===== config.mk =====
export PLATFORM = sky130hd
export DESIGN_NAME = ecc_writeback_stage
export DESIGN_NICKNAME = d
export VERILOG_FILES = /design/src/rtl/ecc_isa_pkg.sv /design/src/rtl/ecc_nzp_detect.sv /design/src/rtl/ecc_writeback_stage.sv
export SDC_FILE = /design/constraint.sdc
export NUM_CORES = 1
export LEC_CHECK = 0
export ABC_AREA = 1
export BUFFER_PORTS_ARGS = -buffer_cell sky130_fd_sc_hd__buf_2
export CORE_AREA = 2 2 222 224
export DETAILED_ROUTE_END_ITERATION = 8
export DIE_AREA = 0 0 224 226
export HOLD_SLACK_MARGIN = 0.1
export SLEW_MARGIN = 10
export SYNTH_ARGS = -nofsm -noshare
export SYNTH_HDL_FRONTEND = slang
export SYNTH_HIERARCHICAL = 1
export SYNTH_SLANG_ARGS = --single-unit

===== constraint.sdc =====
create_clock -name clk -period 1.56 [get_ports clk]
set_clock_uncertainty 0.1 [all_clocks]
set_input_delay 0 -clock clk [delete_from_list [all_inputs] [get_ports clk]]
set_output_delay 0 -clock clk [all_outputs]
set_load 0.005 [all_outputs]

===== src/rtl/ecc_isa_pkg.sv =====
// ECC ISA definitions shared by the ALU, decode and writeback stages.
package ecc_isa_pkg;

   // 5-bit opcode map
   typedef enum logic [4:0] {
      OP_NOP   = 5'b00000,
      OP_BRZ   = 5'b00001,
      OP_BRZP  = 5'b00010,
      OP_BRNP  = 5'b00011,
      OP_BRNZ  = 5'b00100,
      OP_ADD   = 5'b00101,
      OP_SUB   = 5'b00110,
      OP_ADDI  = 5'b00111,
      OP_JSR   = 5'b01000,
      OP_AND   = 5'b01001,
      OP_RTI   = 5'b01010,
      OP_CONST = 5'b01011,
      OP_SLL   = 5'b01100,
      OP_SRL   = 5'b01101,
      OP_SDRH  = 5'b01110,
      OP_SDRL  = 5'b01111,
      OP_CHKL  = 5'b10000,
      OP_SDL   = 5'b10010,
      OP_CHKH  = 5'b10011,
      OP_TCS   = 5'b10100,
      OP_TCDH  = 5'b10101
   } opcode_e;

   // Instruction field positions
   localparam int OPC_MSB = 19;
   localparam int OPC_LSB = 15;
   localparam int RD_MSB  = 14;
   localparam int RD_LSB  = 10;

   // JSR link register and flag reset value ({N,Z,P})
   localparam logic [4:0] LINK_REG  = 5'd7;
   localparam logic [2:0] NZP_RESET = 3'b010;

   // Opcodes that load rd with the ALU result and update NZP
   function automatic logic is_write_op(input opcode_e op);
      case (op)
         OP_ADD, OP_SUB, OP_ADDI, OP_AND, OP_CONST, OP_SLL, OP_SRL,
         OP_SDRH, OP_SDRL, OP_SDL, OP_TCS, OP_TCDH: is_write_op = 1'b1;
         default:                                  is_write_op = 1'b0;
      endcase
   endfunction

   // Branch condition against the flags {N,Z,P}
   function automatic logic branch_taken(input opcode_e op, input logic [2:0] nzp);
      case (op)
         OP_BRZ:  branch_taken = nzp[1];
         OP_BRZP: branch_taken = nzp[1] | nzp[0];
         OP_BRNP: branch_taken = nzp[2] | nzp[0];
         OP_BRNZ: branch_taken = nzp[2] | nzp[1];
         default: branch_taken = 1'b0;
      endcase
   endfunction

endpackage


===== src/rtl/ecc_nzp_detect.sv =====
// Combinational sign / zero classification of a wide result into {N,Z,P}.
module ecc_nzp_detect #(
   parameter int WORD_SIZE = 256
) (
   input  logic [WORD_SIZE-1:0] data_i,
   output logic [2:0]           nzp_o
);

   logic neg;
   logic zero;

   // Sign bit and wide zero reduction
   always_comb begin
      neg   = data_i[WORD_SIZE-1];
      zero  = ~(|data_i);
      nzp_o = {neg, zero, ~neg & ~zero};
   end

endmodule


===== src/rtl/ecc_writeback_stage.sv =====
// Execute-to-writeback stage: flags, carry, branch/JSR/RTI redirect and a
// one-entry register-file write buffer with valid/ready backpressure.
module ecc_writeback_stage #(
   parameter int WORD_SIZE = 256,
   parameter int INSN      = 19,
   parameter int IADDR     = 10,
   parameter int DADDR     = 4
) (
   input  logic                 clk,
   input  logic                 rst_n,
   input  logic                 i_valid,
   output logic                 o_ready,
   input  logic [INSN:0]        i_insn,
   input  logic [IADDR:0]       i_pc,
   input  logic [WORD_SIZE-1:0] i_result,
   output logic                 o_carry,
   output logic [2:0]           o_nzp,
   output logic                 o_redirect,
   output logic [IADDR:0]       o_redirect_pc,
   output logic                 o_wb_valid,
   input  logic                 i_wb_ready,
   output logic [DADDR:0]       o_wb_rd,
   output logic [WORD_SIZE-1:0] o_wb_data
);
   import ecc_isa_pkg::*;

   localparam logic [IADDR+1:0] PC_ONE = {{(IADDR+1){1'b0}}, 1'b1};

   logic                 wb_valid_q, wb_valid_d;
   logic [DADDR:0]       wb_rd_q, wb_rd_d;
   logic [WORD_SIZE-1:0] wb_data_q, wb_data_d;
   logic [2:0]           nzp_q, nzp_d;
   logic                 carry_q, carry_d;
   logic                 redirect_q, redirect_d;
   logic [IADDR:0]       redirect_pc_q, redirect_pc_d;

   opcode_e              opc;
   logic [2:0]           res_nzp;
   logic                 accept;
   logic                 live;
   logic                 unused_insn;

   assign opc         = opcode_e'(i_insn[OPC_MSB:OPC_LSB]);
   assign unused_insn = ^i_insn[RD_LSB-1:0];

   ecc_nzp_detect #(.WORD_SIZE(WORD_SIZE)) u_nzp (
      .data_i (i_result),
      .nzp_o  (res_nzp)
   );

   // Handshake: accept whenever the write buffer is empty or draining;
   // anything accepted during a redirect pulse is a wrong-path instruction.
   always_comb begin
      o_ready = ~wb_valid_q | i_wb_ready;
      accept  = i_valid & o_ready;
      live    = accept & ~redirect_q;
   end

   // Next-state decode for flags, carry, redirect and the write buffer
   always_comb begin
      wb_valid_d    = wb_valid_q & ~i_wb_ready;
      wb_rd_d       = wb_rd_q;
      wb_data_d     = wb_data_q;
      nzp_d         = nzp_q;
      carry_d       = carry_q;
      redirect_d    = 1'b0;
      redirect_pc_d = redirect_pc_q;
      if (live) begin
         case (opc)
            OP_JSR: begin
               wb_valid_d    = 1'b1;
               wb_rd_d       = (DADDR+1)'(LINK_REG);
               wb_data_d     = WORD_SIZE'({1'b0, i_pc} + PC_ONE);
               redirect_d    = 1'b1;
               redirect_pc_d = i_result[IADDR:0];
            end
            OP_RTI: begin
               redirect_d    = 1'b1;
               redirect_pc_d = i_result[IADDR:0];
            end
            OP_BRZ, OP_BRZP, OP_BRNP, OP_BRNZ: begin
               if (branch_taken(opc, nzp_q)) begin
                  redirect_d    = 1'b1;
                  redirect_pc_d = i_result[IADDR:0];
               end
            end
            OP_CHKL: carry_d = i_result[0];
            OP_CHKH: carry_d = i_result[WORD_SIZE-1];
            default: begin
               if (is_write_op(opc)) begin
                  wb_valid_d = 1'b1;
                  wb_rd_d    = (DADDR+1)'(i_insn[RD_MSB:RD_LSB]);
                  wb_data_d  = i_result;
                  nzp_d      = res_nzp;
               end
            end
         endcase
      end
   end

   // State registers; reset drops any pending write immediately
   always_ff @(posedge clk or negedge rst_n) begin
      if (!rst_n) begin
         wb_valid_q    <= 1'b0;
         wb_rd_q       <= '0;
         wb_data_q     <= '0;
         nzp_q         <= NZP_RESET;
         carry_q       <= 1'b0;
         redirect_q    <= 1'b0;
         redirect_pc_q <= '0;
      end else begin
         wb_valid_q    <= wb_valid_d;
         wb_rd_q       <= wb_rd_d;
         wb_data_q     <= wb_data_d;
         nzp_q         <= nzp_d;
         carry_q       <= carry_d;
         redirect_q    <= redirect_d;
         redirect_pc_q <= redirect_pc_d;
      end
   end

   assign o_wb_valid    = wb_valid_q;
   assign o_wb_rd       = wb_rd_q;
   assign o_wb_data     = wb_data_q;
   assign o_nzp         = nzp_q;
   assign o_carry       = carry_q;
   assign o_redirect    = redirect_q;
   assign o_redirect_pc = redirect_pc_q;

endmodule


==> flow_metrics.py, run 1 <==
metrics = {
    "outcome": {
        "run_status": "finished, violations left",
        "failed_checks": "negative setup slack",
    },
    "synth": {
        "synth_top_area_share_pct": 54.4,
        "ys_seq_area_share_pct": 54.6,
        "syn_inst": 1564,
        "synth_area_per_cell_um2": 8.15,
        "yosys.area.top_type": "dfrtp_1",
        "yosys.area_share.adder_pct": 0.0982,
        "ys.warnings.count": 6,
        "synth-compound-area-share_pct": 10.8,
        "dominantRegCellSynth": "dfrtp_1",
        "synth_enable_flop_cells": 0,
        "mappedNetlistNets": 1856,
        "post_synth_mux_area_share_pct": 0,
        "synthSimpleGateAreaFrac_pct": 22.4,
        "synthArstFlopShare_pct": 100,
        "synthDistinctLibCells": 31,
        "area_of_the_mapped_netlist_um2": 12700,
        "synth.top_cells.by_area": "dfrtp_1 (54%), nand3_1 (11%), o21ai_1 (9.6%), inv_1 (7.8%), nor2_1 (5.6%)",
        "main_combinational_cell_family_by_area_after_synthesis": "simple AND/OR/NAND/NOR gates",
        "ys_ff_latch": 278,
        "xor_xnor_cell_area_share_of_the_yosys_netlist_pct": 0.206,
    },
    "die": {
        "die-height_um": 226,
        "floorplan.core_area_um2": 48300,
        "floorplan.die.width_um": 224,
        "placementRows": 81,
        "start_util_pct": 26.4,
        "pin_count": 570,
        "die-area_um2": 50600,
    },
    "detailed_routing": {
        "drtAntennaViolNets": 0,
        "drt-pass1-iter-count": 6,
        "drcViolationCount": 0,
        "wl_per_cell_um": 16.9,
        "initialDrtViolationCount": 811,
        "route.vias.total": 14600,
        "wirelength_um": 53300,
        "routed_via_density": 4.63,
    },
    "power_and_ir_drop": {
        "power_density_nw_per_um2": 1110,
        "total_power_mw": 24.2,
        "static-leakage-power_nw": 11.6,
        "worst_ir_drop_vdd_mv": 0.863,
    },
    "layout": {
        "multi_input_combinational_cell_area_um2": 4520,
        "area_delta_synth_final_pct": 71.5,
        "fillers": 4465,
        "post_route_cells_drive_above_1_share_pct": 30.5,
        "seq_area_um2": 6960,
        "design.final.nets": 2796,
        "final_core_util_pct": 45.2,
    },
    "timing": {
        "fin_hold_ws_ps": 35.0,
        "worst_margin_pin_slew_ps": 553,
        "grt_setup_unrepaired": "yes",
        "final_period_minus_worst_setup_slack_ps": 1760,
        "finalSetupViolations": 276,
        "finalHoldViolCount": 0,
        "final.setup.worst_slack_ps": -203,
        "timing.slew.headroom_pct": 63.1,
        "achievable-frequency_mhz": 567,
        "drv_slew": 0,
        "final.period_utilization_pct": 113,
    },
    "worst_setup_path": {
        "critical_path.max_fanout": 38,
        "crit_type": "reg2reg",
        "worstPathArrival_ps": 2120,
        "cp-end-kind": "register",
        "critPathRequiredTime_ps": 1920,
        "worstSetupStartpointType": "register",
    },
    "global_route": {
        "grt_pass1_wl_um": 80800,
        "grt_start_max_net_pins": 55,
        "overflow": 0,
        "vias_in_the_first_global_route": 15000,
        "grt_usage_pct": 20.1,
        "grt_antenna_before_repair": 2,
    },
    "clock_tree": {
        "latest_clock_arrival_within_the_worst_skew_pair_ps": 570,
        "cts.sink_count": 278,
        "clock_tree_from_tritoncts": "done",
        "cts_buffer_count": 31,
        "clock_tree.buffer_depth": 3,
        "worst_setup_hold_path_clk_slew_ps": 70,
        "cts_htree_levels": 1,
        "root_buffer": "clkbuf_16",
    },
    "flow_run": {
        "max-cap-violations": 0,
    },
    "place": {
        "gp_routability_congestion": 0.864,
        "io_buffers": 559,
        "detailed_place_hpwl_um": 34100,
    },
    "worst_hold_path": {
        "min_path_type": "in2reg",
    },
}
## state kept, by name, indices dropped and copies added, names as in the netlist
name / cells
o_carry: 1
o_nzp: 3
o_redirect: 1
o_redirect_pc: 11
o_wb_data: 256
o_wb_rd: 5
o_wb_valid: 1
## placed cells by master (no fill, tap or decap), types with 18 or more instances in the layout
| cell type | Yosys | layout |
|---|---|---|
| buf_2 | 39 | 558 |
| dlygate4sd3_1 | 0 | 331 |
| o21ai_1 | 244 | 237 |
| nand3_2 | 0 | 27 |
| dfrtp_1 | 277 | 277 |
| buf_4 | 25 | 67 |
| buf_12 | 0 | 18 |
| clkbuf_16 | 0 | 32 |
| nand2_1 | 158 | 158 |
| nor2_1 | 190 | 189 |
| inv_1 | 264 | 263 |
| nand3_1 | 284 | 254 |
## synth_stat cells (all sizes together) (2+ instances only)
cell,count
dfrtp,277
or2,2
nand4,6
nand3,284
clkbuf,24
o21a,2
buf,68
inv,269
nor2,191
xor2,2
nand2,160
a21oi,10
nor3,4
o21ai,255
o211ai,4
## per-layer routing
| layer | up-vias | routed length [um] | global-route usage (%) | part of all wire [%] |
|---|---|---|---|---|
| met5 | - | 11 | 0 | 0.021 |
| met4 | 2 | 2680 | 10.3 | 5.0 |
| met3 | 172 | 3690 | 4.05 | 6.9 |
| met2 | 684 | 26000 | 35.0 | 49 |
| met1 | 6807 | 20900 | 23.5 | 39 |
| li1 | 6914 | - | - | - |
## cell type report
type | count | share of cell area [%]
repair buffers | 997 | 34.4
flip-flops and latches | 278 | 31.8
multi-input cells | 927 | 20.7
inverters | 269 | 4.63
clock buffers | 46 | 4.26
well taps | 622 | 3.56
clock inverters | 11 | 0.613
diodes | 1 | 0.0114
## final timing paths
kind	cells past startpoint	start	endpoint	slack [ps]
max	9	o_wb_valid	o_wb_data[47]	-200
min	8	i_insn[16]	o_redirect	30
max reg2reg	9	o_wb_valid	o_wb_data[47]	-200
min reg2reg	2	o_redirect_pc[10]	o_redirect_pc[10]	370
max in group asynchronous	4	rst_n	o_wb_data[4]	310
min in group asynchronous	3	rst_n	o_wb_data[97]	410
## power by group
part | total, mW | switching (mW) | internal (mW) | leakage [nW]
registers | 9.92 | 1.01 | 8.91 | 3.45
clock network | 7.66 | 3.06 | 4.60 | 0.534
logic | 6.58 | 3.26 | 3.31 | 7.60
## logic make-up (layout without fill, tap and decap cells)
group,after synthesis,in the layout
fa+ha+maj,1,1
simple gates,649,651
flops,278,278
compound gates,272,272
buf+inv,361,1323
other cells,0,1
xor+xnor,3,3
## through the flow
step / instances / cell area [um2] / setup WS [ps] / setup TNS (ps)
final: 3151 / 21900 / -203 / -33870
after global routing: 3151 / 21900 / -283 / -59140
after CTS: 3149 / 21700 / -173 / -30710
after detailed placement: 2742 / 16800 / -315 / -56040
after global placement: 2742 / 16800 / -213 / -42320
after floorplan: 1564 / 12800 / -9.02 / -1800
## worst max-delay path: stages, from the launching register on
cell	delay, ps
dfrtp_1	380
inv_2	70
nor2_4	50
nor3_4	180
buf_6	140
nand3_4	120
buf_12	190
buf_12	190
nand3_1	110
o21ai_1	90
## timing repair
item | CTS | global route
setup endpoints to repair | 274 | 277
gates cloned | 14 | 1
hold buffers | 331 | 0
hold endpoints to repair | 556 | 0
setup buffers | 5 | 0
resized for setup | 37 | 29
pin swaps | 5 | 5
No activity file was read; power rests on OpenSTA's default activity.
==> run 2, diff against run 1 <==
Settings changed: GPL_TIMING_DRIVEN from default to 0.
==> flow_metrics.py, run 2 (same netlist as run 1, synthesis figures left out) <==
metrics = {
    "timing": {
        "fin_hold_ws_ps": -61.8,
        "grt_setup_unrepaired": "yes",
        "finalSetupViolations": 275,
        "fin_tns_setup_ps": -36900,
        "final.setup.worst_slack_ps": -192,
        "timing.slew.headroom_pct": 60.2,
        "drv_slew": 0,
        "worst_margin_pin_slew_ps": 598,
        "final.period_utilization_pct": 112,
        "final_period_minus_worst_setup_slack_ps": 1750,
        "achievable-frequency_mhz": 571,
        "finalHoldViolCount": 66,
    },
    "global_route": {
        "grt_antenna_before_repair": 3,
        "grt_start_max_net_pins": 107,
        "vias_in_the_first_global_route": 14600,
        "grt_usage_pct": 20.1,
        "overflow": 0,
        "grt_pass1_wl_um": 79900,
    },
    "detailed_routing": {
        "wl_per_cell_um": 17.4,
        "routed_via_density": 4.67,
        "drtAntennaViolNets": 0,
        "drcViolationCount": 0,
        "initialDrtViolationCount": 810,
        "route.vias.total": 14600,
        "drt-pass1-iter-count": 5,
        "wirelength_um": 54400,
    },
    "worst_hold_path": {
        "min_path_type": "in2async",
    },
    "outcome": {
        "run_status": "finished, violations left",
        "failed_checks": "negative hold slack, negative setup slack",
    },
    "clock_tree": {
        "clock_tree.buffer_depth": 3,
        "clock_tree_from_tritoncts": "done",
        "cts.sink_count": 278,
        "cts_buffer_count": 34,
        "latest_clock_arrival_within_the_worst_skew_pair_ps": 530,
        "root_buffer": "clkbuf_16",
        "worst_setup_hold_path_clk_slew_ps": 60,
        "cts_htree_levels": 2,
    },
    "place": {
        "io_buffers": 559,
        "detailed_place_hpwl_um": 37700,
        "gp_routability_congestion": 0.872,
    },
    "power_and_ir_drop": {
        "power_density_nw_per_um2": 1110,
        "p_comb_share_pct": 28.1,
        "static-leakage-power_nw": 11.7,
        "power.switching_fraction_pct": 31.4,
        "p_clk_share_pct": 31.0,
        "power.switching_mw": 7.71,
        "power.sequential.fraction_pct": 40.9,
        "worst_ir_drop_vdd_mv": 0.861,
        "total_power_mw": 24.6,
        "intPower_mw": 16.9,
    },
    "layout": {
        "post_route_cells_drive_above_1_share_pct": 36.1,
        "layout.cells.most_common": "buf_2",
        "fillers": 4600,
        "design.final.nets": 2767,
        "area_delta_synth_final_pct": 73.2,
        "final_cell_mix": "buf_2 (581), dlygate4sd3_1 (288), dfrtp_1 (277), inv_1 (263), o21ai_1 (196)",
        "largest_reg_flops": 256,
    },
    "worst_setup_path": {
        "path_cells": "inv_2 > nor2_4 > nor3_4 > nand3_4 > buf_12 > buf_12 > clkbuf_16 > nand3_1 > o21ai_1",
        "crit_type": "reg2reg",
        "worst_path_most_repeated_cell": "buf_12",
        "critical_path.max_fanout": 9,
        "slowest_stage": "dfrtp_1",
        "worstSetupStartpointType": "register",
        "cp-end-kind": "register",
        "critPathRequiredTime_ps": 1870,
        "worstPathArrival_ps": 2070,
        "crit_path_max_incr_delay_ps": 380,
    },
    "flow_run": {
        "max-cap-violations": 0,
    },
    "die": {
        "die-height_um": 226,
        "pin_count": 570,
        "die-area_um2": 50600,
        "placementRows": 81,
        "floorplan.die.width_um": 224,
        "start_util_pct": 26.4,
        "floorplan.core_area_um2": 48300,
    },
}
## run 2: cell count changes in the layout (fill, tap and decap cells not counted), moves of 41 or more
cell,change
nand3_2,+74
nand3_1,-73
buf_4,-47
o21ai_2,+46
dlygate4sd3_1,-43
o21ai_1,-41
## run 2: metrics by stage
| stage | instance area, um2 | cells | setup slack (ps) | utilization, % |
|---|---|---|---|---|
| 2_1_floorplan | 12800 | 1564 | -9.02 | - |
| 3_3_place_gp | 16300 | 2745 | -4890 | 33.8 |
| 3_5_place_dp | 16400 | 2747 | -705 | 33.9 |
| 4_1_cts | 21000 | 3104 | -218 | 43.4 |
| 5_1_grt | 22100 | 3121 | -289 | 45.7 |
| 6_report | 22100 | 3121 | -192 | 45.7 |
## run 2: layer usage
metal	global-route usage [%]	part of all wire (%)
met5	0	0.024
met4	8.90	4.2
met3	4.68	6.7
met2	34.8	49
met1	23.7	40
## run 2: final timing paths
path / to / slack, ps / startpoint / depth (start not counted)
worst max-delay path: o_wb_data[17] / -190 / o_wb_valid / 9
worst min-delay path: o_wb_data[98] / -60 / rst_n / 2
worst max register to register: o_wb_data[17] / -190 / o_wb_valid / 9
worst min register to register: o_redirect_pc[3] / 370 / o_redirect_pc[3] / 2
max in group asynchronous: o_redirect_pc[4] / 440 / rst_n / 3
min in group clk: o_wb_data[0] / 30 / i_insn[15] / 6
## run 2: worst max-delay path, delay by kind of cell, from the launching register on
kind / cells / cell delay (ps)
buffers and inverters: 4 / 580
AO/OA/AOI/OAI: 1 / 70
AND/OR/NAND/NOR: 4 / 480
flip-flops: 1 / 380
## run 2: final cells by class
class	instances	area [um2]	area share [%]
Antenna cell	2	5.00	0.0227
Buffer	92	967	4.38
Clock buffer	52	1010	4.58
Clock inverter	6	36.3	0.164
Inverter	269	1010	4.59
Multi-Input combinational cell	925	5040	22.8
Sequential cell	278	6960	31.5
Tap cell	622	778	3.53
Timing Repair Buffer	875	6260	28.4
## run 2: what timing repair did
action / CTS / global route
cloned: 5 / 12
endpoints found under the hold margin: 553 / 74
endpoints found under the setup margin: 270 / 277
hold buffers: 290 / 2
buffers inserted: 4 / 2
gates resized for setup: 140 / 198
pin swaps: 2 / 3
## run 2: power groups by stage
| stage | registers, mW | clock network (mW) | logic [mW] |
|---|---|---|---|
| final | 10.1 | 7.61 | 6.92 |
| after global routing | 10.2 | 8.04 | 7.57 |
| after CTS | 9.92 | 7.79 | 6.39 |
| after floorplan | 10.0 | 0 | 2.08 |
| after global placement | 9.94 | 0 | 5.41 |
| after detailed placement | 10.0 | 0 | 5.50 |
